## src/rtl/cp0_defs.sv

```systemverilog
// Shared CP0 definitions: interrupt FSM encodings, CP0 register indices
// and EXE-stage oper codes used by the interrupt front end.
package cp0_defs;

    typedef enum logic [1:0] {
        IRQ_IDLE = 2'd0,
        IRQ_REQ  = 2'd1,
        IRQ_SVC  = 2'd2
    } irq_state_e;

    localparam logic [4:0] EPCR = 5'd0;
    localparam logic [4:0] EHBR = 5'd1;

    typedef enum logic [2:0] {
        EXE_NOP      = 3'd0,
        EXE_CP0_MFC0 = 3'd1,
        EXE_CP0_MTC0 = 3'd2,
        EXE_CP0_ERET = 3'd3
    } cp0_oper_e;

    function automatic logic is_eret(input cp0_oper_e oper);
        return (oper == EXE_CP0_ERET);
    endfunction

endpackage

```

## src/rtl/prio_enc.sv

```systemverilog
// Lowest-index-first priority encoder: index 0 wins.
module prio_enc #(
    parameter int W     = 8,
    parameter int IDX_W = $clog2(W)
) (
    input  logic [W-1:0]     vec,
    output logic [IDX_W-1:0] index,
    output logic             any
);

    // Scan from the top down so the lowest set bit is written last.
    always_comb begin
        index = '0;
        for (int i = W - 1; i >= 0; i--) begin
            if (vec[i]) begin
                index = IDX_W'(i);
            end else begin
                index = index;
            end
        end
    end

    assign any = |vec;

endmodule

```

## src/rtl/irq_ctrl.sv

```systemverilog
// Multi-source interrupt controller feeding CP0's external-interrupt input:
// edge-latched pending bits, mask, fixed priority and a REQ/SERVICE handshake.
import cp0_defs::*;

module irq_ctrl #(
    parameter int N_SRC   = 8,
    parameter int CAUSE_W = $clog2(N_SRC)
) (
    input  logic               clk,
    input  logic               rst,
    input  logic [N_SRC-1:0]   irq_src,
    input  logic               mask_we,
    input  logic [N_SRC-1:0]   mask_wdata,
    output logic [N_SRC-1:0]   mask,
    output logic [N_SRC-1:0]   pend,
    input  logic               eret,
    input  logic               irq_taken,
    output logic               irq_out,
    output logic [CAUSE_W-1:0] cause,
    output logic               cause_valid,
    output logic               busy
);

    logic [N_SRC-1:0]   prev_src_r;
    logic [N_SRC-1:0]   pend_r;
    logic [N_SRC-1:0]   mask_r;
    irq_state_e         state_r;
    irq_state_e         state_nxt_s;
    logic [CAUSE_W-1:0] cause_r;
    logic [CAUSE_W-1:0] cause_nxt_s;
    logic               irq_out_r;
    logic               cause_valid_r;
    logic               busy_r;

    logic [N_SRC-1:0]   rise_s;
    logic [N_SRC-1:0]   clr_s;
    logic [N_SRC-1:0]   active_s;
    logic [CAUSE_W-1:0] sel_s;
    logic               any_s;

    assign rise_s   = irq_src & ~prev_src_r;
    assign active_s = pend_r & mask_r;

    prio_enc #(
        .W     (N_SRC),
        .IDX_W (CAUSE_W)
    ) u_prio_enc (
        .vec   (active_s),
        .index (sel_s),
        .any   (any_s)
    );

    // The pending bit of the cause being accepted is cleared on take.
    always_comb begin
        clr_s = '0;
        if ((state_r == IRQ_REQ) && irq_taken) begin
            clr_s[cause_r] = 1'b1;
        end else begin
            clr_s = '0;
        end
    end

    // Next-state logic; cause is latched only when leaving IDLE.
    always_comb begin
        state_nxt_s = state_r;
        cause_nxt_s = cause_r;
        case (state_r)
            IRQ_IDLE: begin
                if (any_s) begin
                    state_nxt_s = IRQ_REQ;
                    cause_nxt_s = sel_s;
                end else begin
                    state_nxt_s = IRQ_IDLE;
                end
            end
            IRQ_REQ: begin
                if (irq_taken) begin
                    state_nxt_s = IRQ_SVC;
                end else if (!mask_r[cause_r]) begin
                    state_nxt_s = IRQ_IDLE;
                end else begin
                    state_nxt_s = IRQ_REQ;
                end
            end
            IRQ_SVC: begin
                if (eret) begin
                    state_nxt_s = IRQ_IDLE;
                end else begin
                    state_nxt_s = IRQ_SVC;
                end
            end
            default: begin
                state_nxt_s = IRQ_IDLE;
                cause_nxt_s = '0;
            end
        endcase
    end

    // Source history, pending and mask registers; a new edge beats a clear.
    always_ff @(posedge clk) begin
        if (rst) begin
            prev_src_r <= '0;
            pend_r     <= '0;
            mask_r     <= {N_SRC{1'b1}};
        end else begin
            prev_src_r <= irq_src;
            pend_r     <= (pend_r & ~clr_s) | rise_s;
            if (mask_we) begin
                mask_r <= mask_wdata;
            end
        end
    end

    // FSM state plus outputs decoded from the next state so they are flops.
    always_ff @(posedge clk) begin
        if (rst) begin
            state_r       <= IRQ_IDLE;
            cause_r       <= '0;
            irq_out_r     <= 1'b0;
            cause_valid_r <= 1'b0;
            busy_r        <= 1'b0;
        end else begin
            state_r       <= state_nxt_s;
            cause_r       <= cause_nxt_s;
            irq_out_r     <= (state_nxt_s == IRQ_REQ);
            cause_valid_r <= (state_nxt_s != IRQ_IDLE);
            busy_r        <= (state_nxt_s == IRQ_SVC);
        end
    end

    assign mask        = mask_r;
    assign pend        = pend_r;
    assign cause       = cause_r;
    assign irq_out     = irq_out_r;
    assign cause_valid = cause_valid_r;
    assign busy        = busy_r;

endmodule

```

## config.mk

```make
export PLATFORM = sky130hd
export DESIGN_NAME = irq_ctrl
export DESIGN_NICKNAME = d
export VERILOG_FILES = /design/src/rtl/cp0_defs.sv /design/src/rtl/prio_enc.sv /design/src/rtl/irq_ctrl.sv
export SDC_FILE = /design/constraint.sdc
export NUM_CORES = 1
export LEC_CHECK = 0
export BUFFER_PORTS_ARGS = -buffer_cell sky130_fd_sc_hd__buf_2
export CELL_PAD_IN_SITES_DETAIL_PLACEMENT = 1
export CELL_PAD_IN_SITES_GLOBAL_PLACEMENT = 2
export CORE_ASPECT_RATIO = 0.9
export CORE_UTILIZATION = 25
export DETAILED_ROUTE_END_ITERATION = 7
export PLACE_DENSITY = 0.73
export SETUP_SLACK_MARGIN = 0.3
export SLEW_MARGIN = 20
export SYNTH_ARGS = -nofsm -noshare
export SYNTH_HDL_FRONTEND = slang
export SYNTH_SLANG_ARGS = --single-unit
```

## constraint.sdc

```tcl
create_clock -name clk -period 1.2 [get_ports clk]
set_input_delay 0 -clock clk [delete_from_list [all_inputs] [get_ports clk]]
set_output_delay 0 -clock clk [all_outputs]
set_load 0.005 [all_outputs]
```

==> results of run 1 <==
path summary, 6_finish.rpt:
kind / start / end / cells after the start
worst max-delay path: pend[1] / irq_out / 5
worst min-delay path: eret / state_r[1] / 3
worst max register to register: pend[1] / irq_out / 5
worst min register to register: prev_src_r[2] / pend[2] / 2
routing by layer:
layer  up-vias  GRT usage
met5         -          0
met3         8     0.0415
met1       718      0.205
met4         0     0.0536
met2        29      0.330
li1        717          -
registers in the layout, indices dropped and copies added, names as in the netlist:
name and count:
busy 1, cause 3, cause_valid 1, irq_out 1, mask 8, pend 8
prev_src_r 8, state_r 2
cells in the final DEF, fill, tap and decap left out, drive strengths merged:
| cell | synthesis | final |
|---|---|---|
| a41o | 1 | 1 |
| inv | 4 | 4 |
| o22ai | 2 | 2 |
| a211o | 8 | 8 |
| a222oi | 1 | 1 |
| ha | 4 | 4 |
| o32ai | 2 | 2 |
| a21boi | 1 | 1 |
| nand2 | 11 | 11 |
| a22oi | 2 | 2 |
| mux2i | 4 | 4 |
| o211ai | 1 | 1 |
| o21ai | 8 | 8 |
| nand3 | 6 | 6 |
| dfxtp | 32 | 32 |
| a41oi | 1 | 1 |
| a21oi | 11 | 11 |
| o211a | 1 | 1 |
| a32oi | 1 | 1 |
| clkbuf | 3 | 7 |
| nand3b | 2 | 2 |
| dlygate4sd3 | 0 | 16 |
| nor2b | 17 | 17 |
| nor2 | 4 | 4 |
| o31ai | 2 | 2 |
| and2 | 1 | 1 |
| a221oi | 1 | 1 |
| buf | 3 | 77 |
| nand4 | 1 | 1 |
| nor3 | 2 | 2 |
| nand2b | 12 | 12 |
power breakdown:
group,switching [mW],internal (mW),total (mW),leakage (nW)
logic,0.528,0.647,1.18,0.794
registers,0.112,1.19,1.30,0.271
clock network,0.390,0.511,0.901,0.0503
total,1.03,2.35,3.38,1.11
area by class of cell:
type / count / share of cell area
inverter: 4 / 0.00779
timing repair buffer: 93 / 0.288
multi-input combinational: 107 / 0.367
sequential: 32 / 0.267
clock buffer: 7 / 0.0375
tap: 67 / 0.0326
cell families (layout without fill, tap and decap cells):
| family | Yosys count | in the layout | share of synthesized area |
|---|---|---|---|
| buffers and inverters | 10 | 104 | 0.0292 |
| and+or+nand+nor | 56 | 56 | 0.222 |
| adders and majority gates | 4 | 4 | 0.0365 |
| DFF | 32 | 32 | 0.467 |
| AOI/OAI and AO/OA | 43 | 43 | 0.216 |
| muxes | 4 | 4 | 0.0292 |
timing repair:
action | 4_1_cts | 5_1_grt
hold endpoints to repair | 23 | 0
hold buffers | 16 | 0
gates resized for setup | 56 | 37
pin swaps | 17 | 8
endpoints found under the setup margin | 29 | 35
buffers inserted | 4 | 1
gates cloned | 0 | 0
critical path: cells and delay by family, from the launching register on:
kind | cells | cell delay (ps)
AOI/OAI and AO/OA | 2 | 410
DFF | 1 | 320
and+or+nand+nor | 2 | 260
buffers and inverters | 1 | 200
stage by stage:
step	hold slack (ps)	TNS, ps	util	cells	cell area [um^2]
floorplan	118	-336	-	149	1420
global placement	205	-537	0.366	282	1920
detailed placement	216	-774	0.366	282	1920
CTS	34.6	-593	0.464	309	2440
global route	45.3	-1290	0.489	310	2570
finish	41.8	-624	0.489	310	2570
==> flow_summary.ini, run 1 <==
[setup_path]
max_stage_delay_ps = 340
path_cells = a222oi_1 > buf_4 > nand4_1 > nand3_2 > a21oi_1
worst_setup_path_start_kind = register
critical_path.slowest_cell = a222oi_1
worst_ep_required_time_ps = 1350
rrSetupSlack_ps = -120
critPathMaxFanout = 4
end_kind = register
cp.arrival_ps = 1480
crit_type = register to register

[sta]
hold_viol = 0
post-route-period-util = 1.10
worstMarginPinSlew_ps = 499
slew-limit-headroom = 0.667
fmax_mhz = 756
min_period_ps = 1320
finalMaxSlewViolations = 0
clock_skew_ps = 3.86
worst_slack_ps = -123
setup_viol = 7
rsz0062_at_grt = true

[power]
peakVddDrop_mv = 0.598
p_leak_nw = 1.11
power_density_nw_per_um2 = 1310
p_total_mw = 3.38

[placed_design]
routabilityCongestion = 0.796
dpl.hpwl_um = 3310
io_buffers = 42
dp_slack_ps = -176

[detailed_routing]
ant_nets = 0
drc = 0
drt_iter0_markers = 46
met2_length_um = 2780
highest_layer = met4
firstDrtPassIters = 4
wl_met3_um = 175
viasPerCell = 4.75
num_vias = 1472
wl_per_cell_um = 16.1
drt-total-wl_um = 4990
wl_met1_um = 1970

[yosys]
yosys_warnings = 0
synth_seq_cells = 32
yosysSeqAreaShare = 0.467
yosysMostFrequentCell = dfxtp_1
async_flop_share = 0
synth_top_cell_area_share = 0.467
synth_edf_count = 0
synthFlopType = dfxtp_1
syn_area_um2 = 1370
synth_top_cells_by_count = 32 x dfxtp_1, 17 x nor2b_1, 12 x nand2b_1
ys_types = 33
syn_nets = 174
avgSynthCellArea_um2 = 9.21
synth_area_leaders = dfxtp_1 47%, nor2b_1 7.7%, nand2b_1 5.5%
syn_inst = 149
synth_top_cell_by_area = dfxtp_1

[cells_and_area]
regArea_um2 = 687
antennaDiodeCount = 0
multi_input_area_um2 = 942
area_delta_synth_final_pct = 87.2
filler_cell_count = 606
drive_above_1_share = 0.609
nets = 268

[die]
dieWidth_um = 80.1
row_count = 25
core_um2 = 5260
start_util = 0.261
dieArea_um2 = 5790
io-pin-count = 43
die_h_um = 72.3

[clock_network]
root_buffer = clkbuf_8
cts_tree = done
htree_levels = 2
cts.sinks = 32
clkLatencyLatePin_ps = 280
clockBufferDepth = 2
numCtsBuffers = 5
clk_pin_slew_ps = 70

[global_route]
track_usage = 0.179
grt_max_degree = 20
grt_overflow = 0
antenna_found_initial = 0
grt_pass1_wl_um = 7800
grt_pass1_vias = 1594

[outcome]
status = finished with violations
violations = setup timing

[job]
max_cap_viol_count = 0

[worst_hold_path]
hold_path.class = input pin to register
(Power assumes the default switching activity.)
==> run 2, diff against run 1 <==
- PLACE_DENSITY: 0.73 -> 0.7
- clock period: 1.2 -> 1.3 ns (I/O delays scaled with it)
==> run 2 against run 1 <==
  * The flow still finishes with violations (setup timing)
  * Worst hold slack better by 19 ps
  * Clock power is 23% lower
  * Design area is 12% lower
  * Critical endpoint is now cause_valid
  * Utilization is 6.1 points lower
  * Via count is 2.0% lower
==> flow_summary.ini, run 2 (synthesis results as in run 1) <==
[clock_network]
cts_tree = done
cts.sinks = 32
root_buffer = clkbuf_8
htree_levels = 2
clk_pin_slew_ps = 60
clockBufferDepth = 2
clkLatencyLatePin_ps = 270
numCtsBuffers = 5

[setup_path]
path_cells = a222oi_1 > buf_4 > nand4_1 > nand3_2 > nand3b_1
max_stage_delay_ps = 350
crit_type = register to register
critPathMaxFanout = 3
worst_ep_required_time_ps = 1450
end_kind = register
critical_path.slowest_cell = a222oi_1
startpoint = mask[1]
cp.arrival_ps = 1510
worst_r2r_startpoint = mask[1]
cp.buffers_inverters = 1
cp_top_family = simple AND/OR/NAND/NOR gates
worst_setup_path_start_kind = register

[detailed_routing]
drt_iter0_markers = 53
firstDrtPassIters = 4
viasPerCell = 4.73
num_vias = 1442
ant_nets = 0
drt-total-wl_um = 4430
drc = 0
wl_per_cell_um = 14.5

[cells_and_area]
antennaDiodeCount = 0
mostFrequentLayoutCells = 42 x buf_2, 25 x dfxtp_1, 24 x buf_4
fin_cells = 305
layout_commonest_cell = buf_2
nets = 263
drive_above_1_share = 0.450
area_delta_synth_final_pct = 63.9
utilization = 0.428

[sta]
worstMarginPinSlew_ps = 415
tns_ps = -181
worst_slack_ps = -64.8
finalMaxSlewViolations = 0
hold_viol = 0
rsz0062_at_grt = true
slew-limit-headroom = 0.723
post-route-period-util = 1.05
hold_ws_ps = 60.7
fmax_mhz = 733
setup_viol = 5
min_period_ps = 1360
clock_skew_ps = 5.00

[power]
p_leak_nw = 0.977
peakVddDrop_mv = 0.525
p_comb_frac = 0.328
switchingPower_mw = 0.838
switching_share = 0.302
power.share.clock = 0.250
p_int_mw = 1.94
p_seq_frac = 0.422
power_density_nw_per_um2 = 1240

[global_route]
grt_pass1_vias = 1491
grt_overflow = 0
track_usage = 0.163
antenna_found_initial = 0
grt_pass1_wl_um = 7180
grt_max_degree = 19

[die]
die_h_um = 72.3
dieWidth_um = 80.1
start_util = 0.261
core_um2 = 5260
dieArea_um2 = 5790
row_count = 25
io-pin-count = 43

[job]
max_cap_viol_count = 0

[placed_design]
dpl.hpwl_um = 3290
routabilityCongestion = 0.809
io_buffers = 42
place_inst = 276

[worst_hold_path]
hold_path.class = input pin to register
hold_start = eret

[outcome]
violations = setup timing
status = finished with violations
[run 2: changes by cell type in the layout (fill, tap and decap cells not counted), sizes merged]
cell,change
clkinv,+1
clkbuf,-1
buf,-5
[run 2: repair_timing]
action	in CTS	in global routing
cloned	0	0
pin swaps	5	5
hold buffers	16	0
buffers inserted	2	4
gates resized for setup	25	5
endpoints found under the setup margin	17	17
hold endpoints to repair	24	0
[run 2: worst register-to-register path: cells and delay by family (launching register included)]
kind	cells	cell delay (ps)
and+or+nand+nor	3	380
AOI/OAI and AO/OA	1	350
DFF	1	330
buffers and inverters	1	190
[run 2: layout make-up]
type	instances	area, um^2
multi-input cells	107	803
repair buffers	88	618
fillers	623	3010
clock inverters	1	5.00
inverters	4	15.0
clock buffers	6	72.6
flip-flops and latches	32	652
well taps	67	83.8
[run 2: per-stage QoR]
stage	setup slack [ps]	power, mW	instance area, um^2
after floorplan	23.9	1.57	1420
after global placement	-9.21	1.90	1860
after detailed placement	-74.8	1.92	1860
after CTS	-32.9	2.75	2200
after global routing	-180	2.94	2250
final	-64.8	2.78	2250
[run 2: path summary, 6_finish.rpt]
| kind | end | slack [ps] | cells after the start |
|---|---|---|---|
| worst max-delay path | cause_valid | -60 | 5 |
| worst min-delay path | state_r[1] | 60 | 3 |
| worst max register to register | cause_valid | -60 | 5 |
| worst min register to register | pend[0] | 490 | 2 |
[run 2: routing by layer]
layer	up-vias	routed length, um	GRT usage
li1	709	-	-
met1	702	1970	0.197
met2	27	2270	0.294
met3	4	136	0.0352
met4	0	43	0.0417
met5	-	0	0
[run 2: power groups by stage]
stage                     combinational (mW)  clock, mW  sequential (mW)
after CTS                              0.856      0.719             1.17
after global routing                   0.995      0.756             1.19
final                                  0.911      0.695             1.17
after detailed placement               0.739          0             1.18
after global placement                 0.721          0             1.18
after floorplan                        0.392          0             1.18
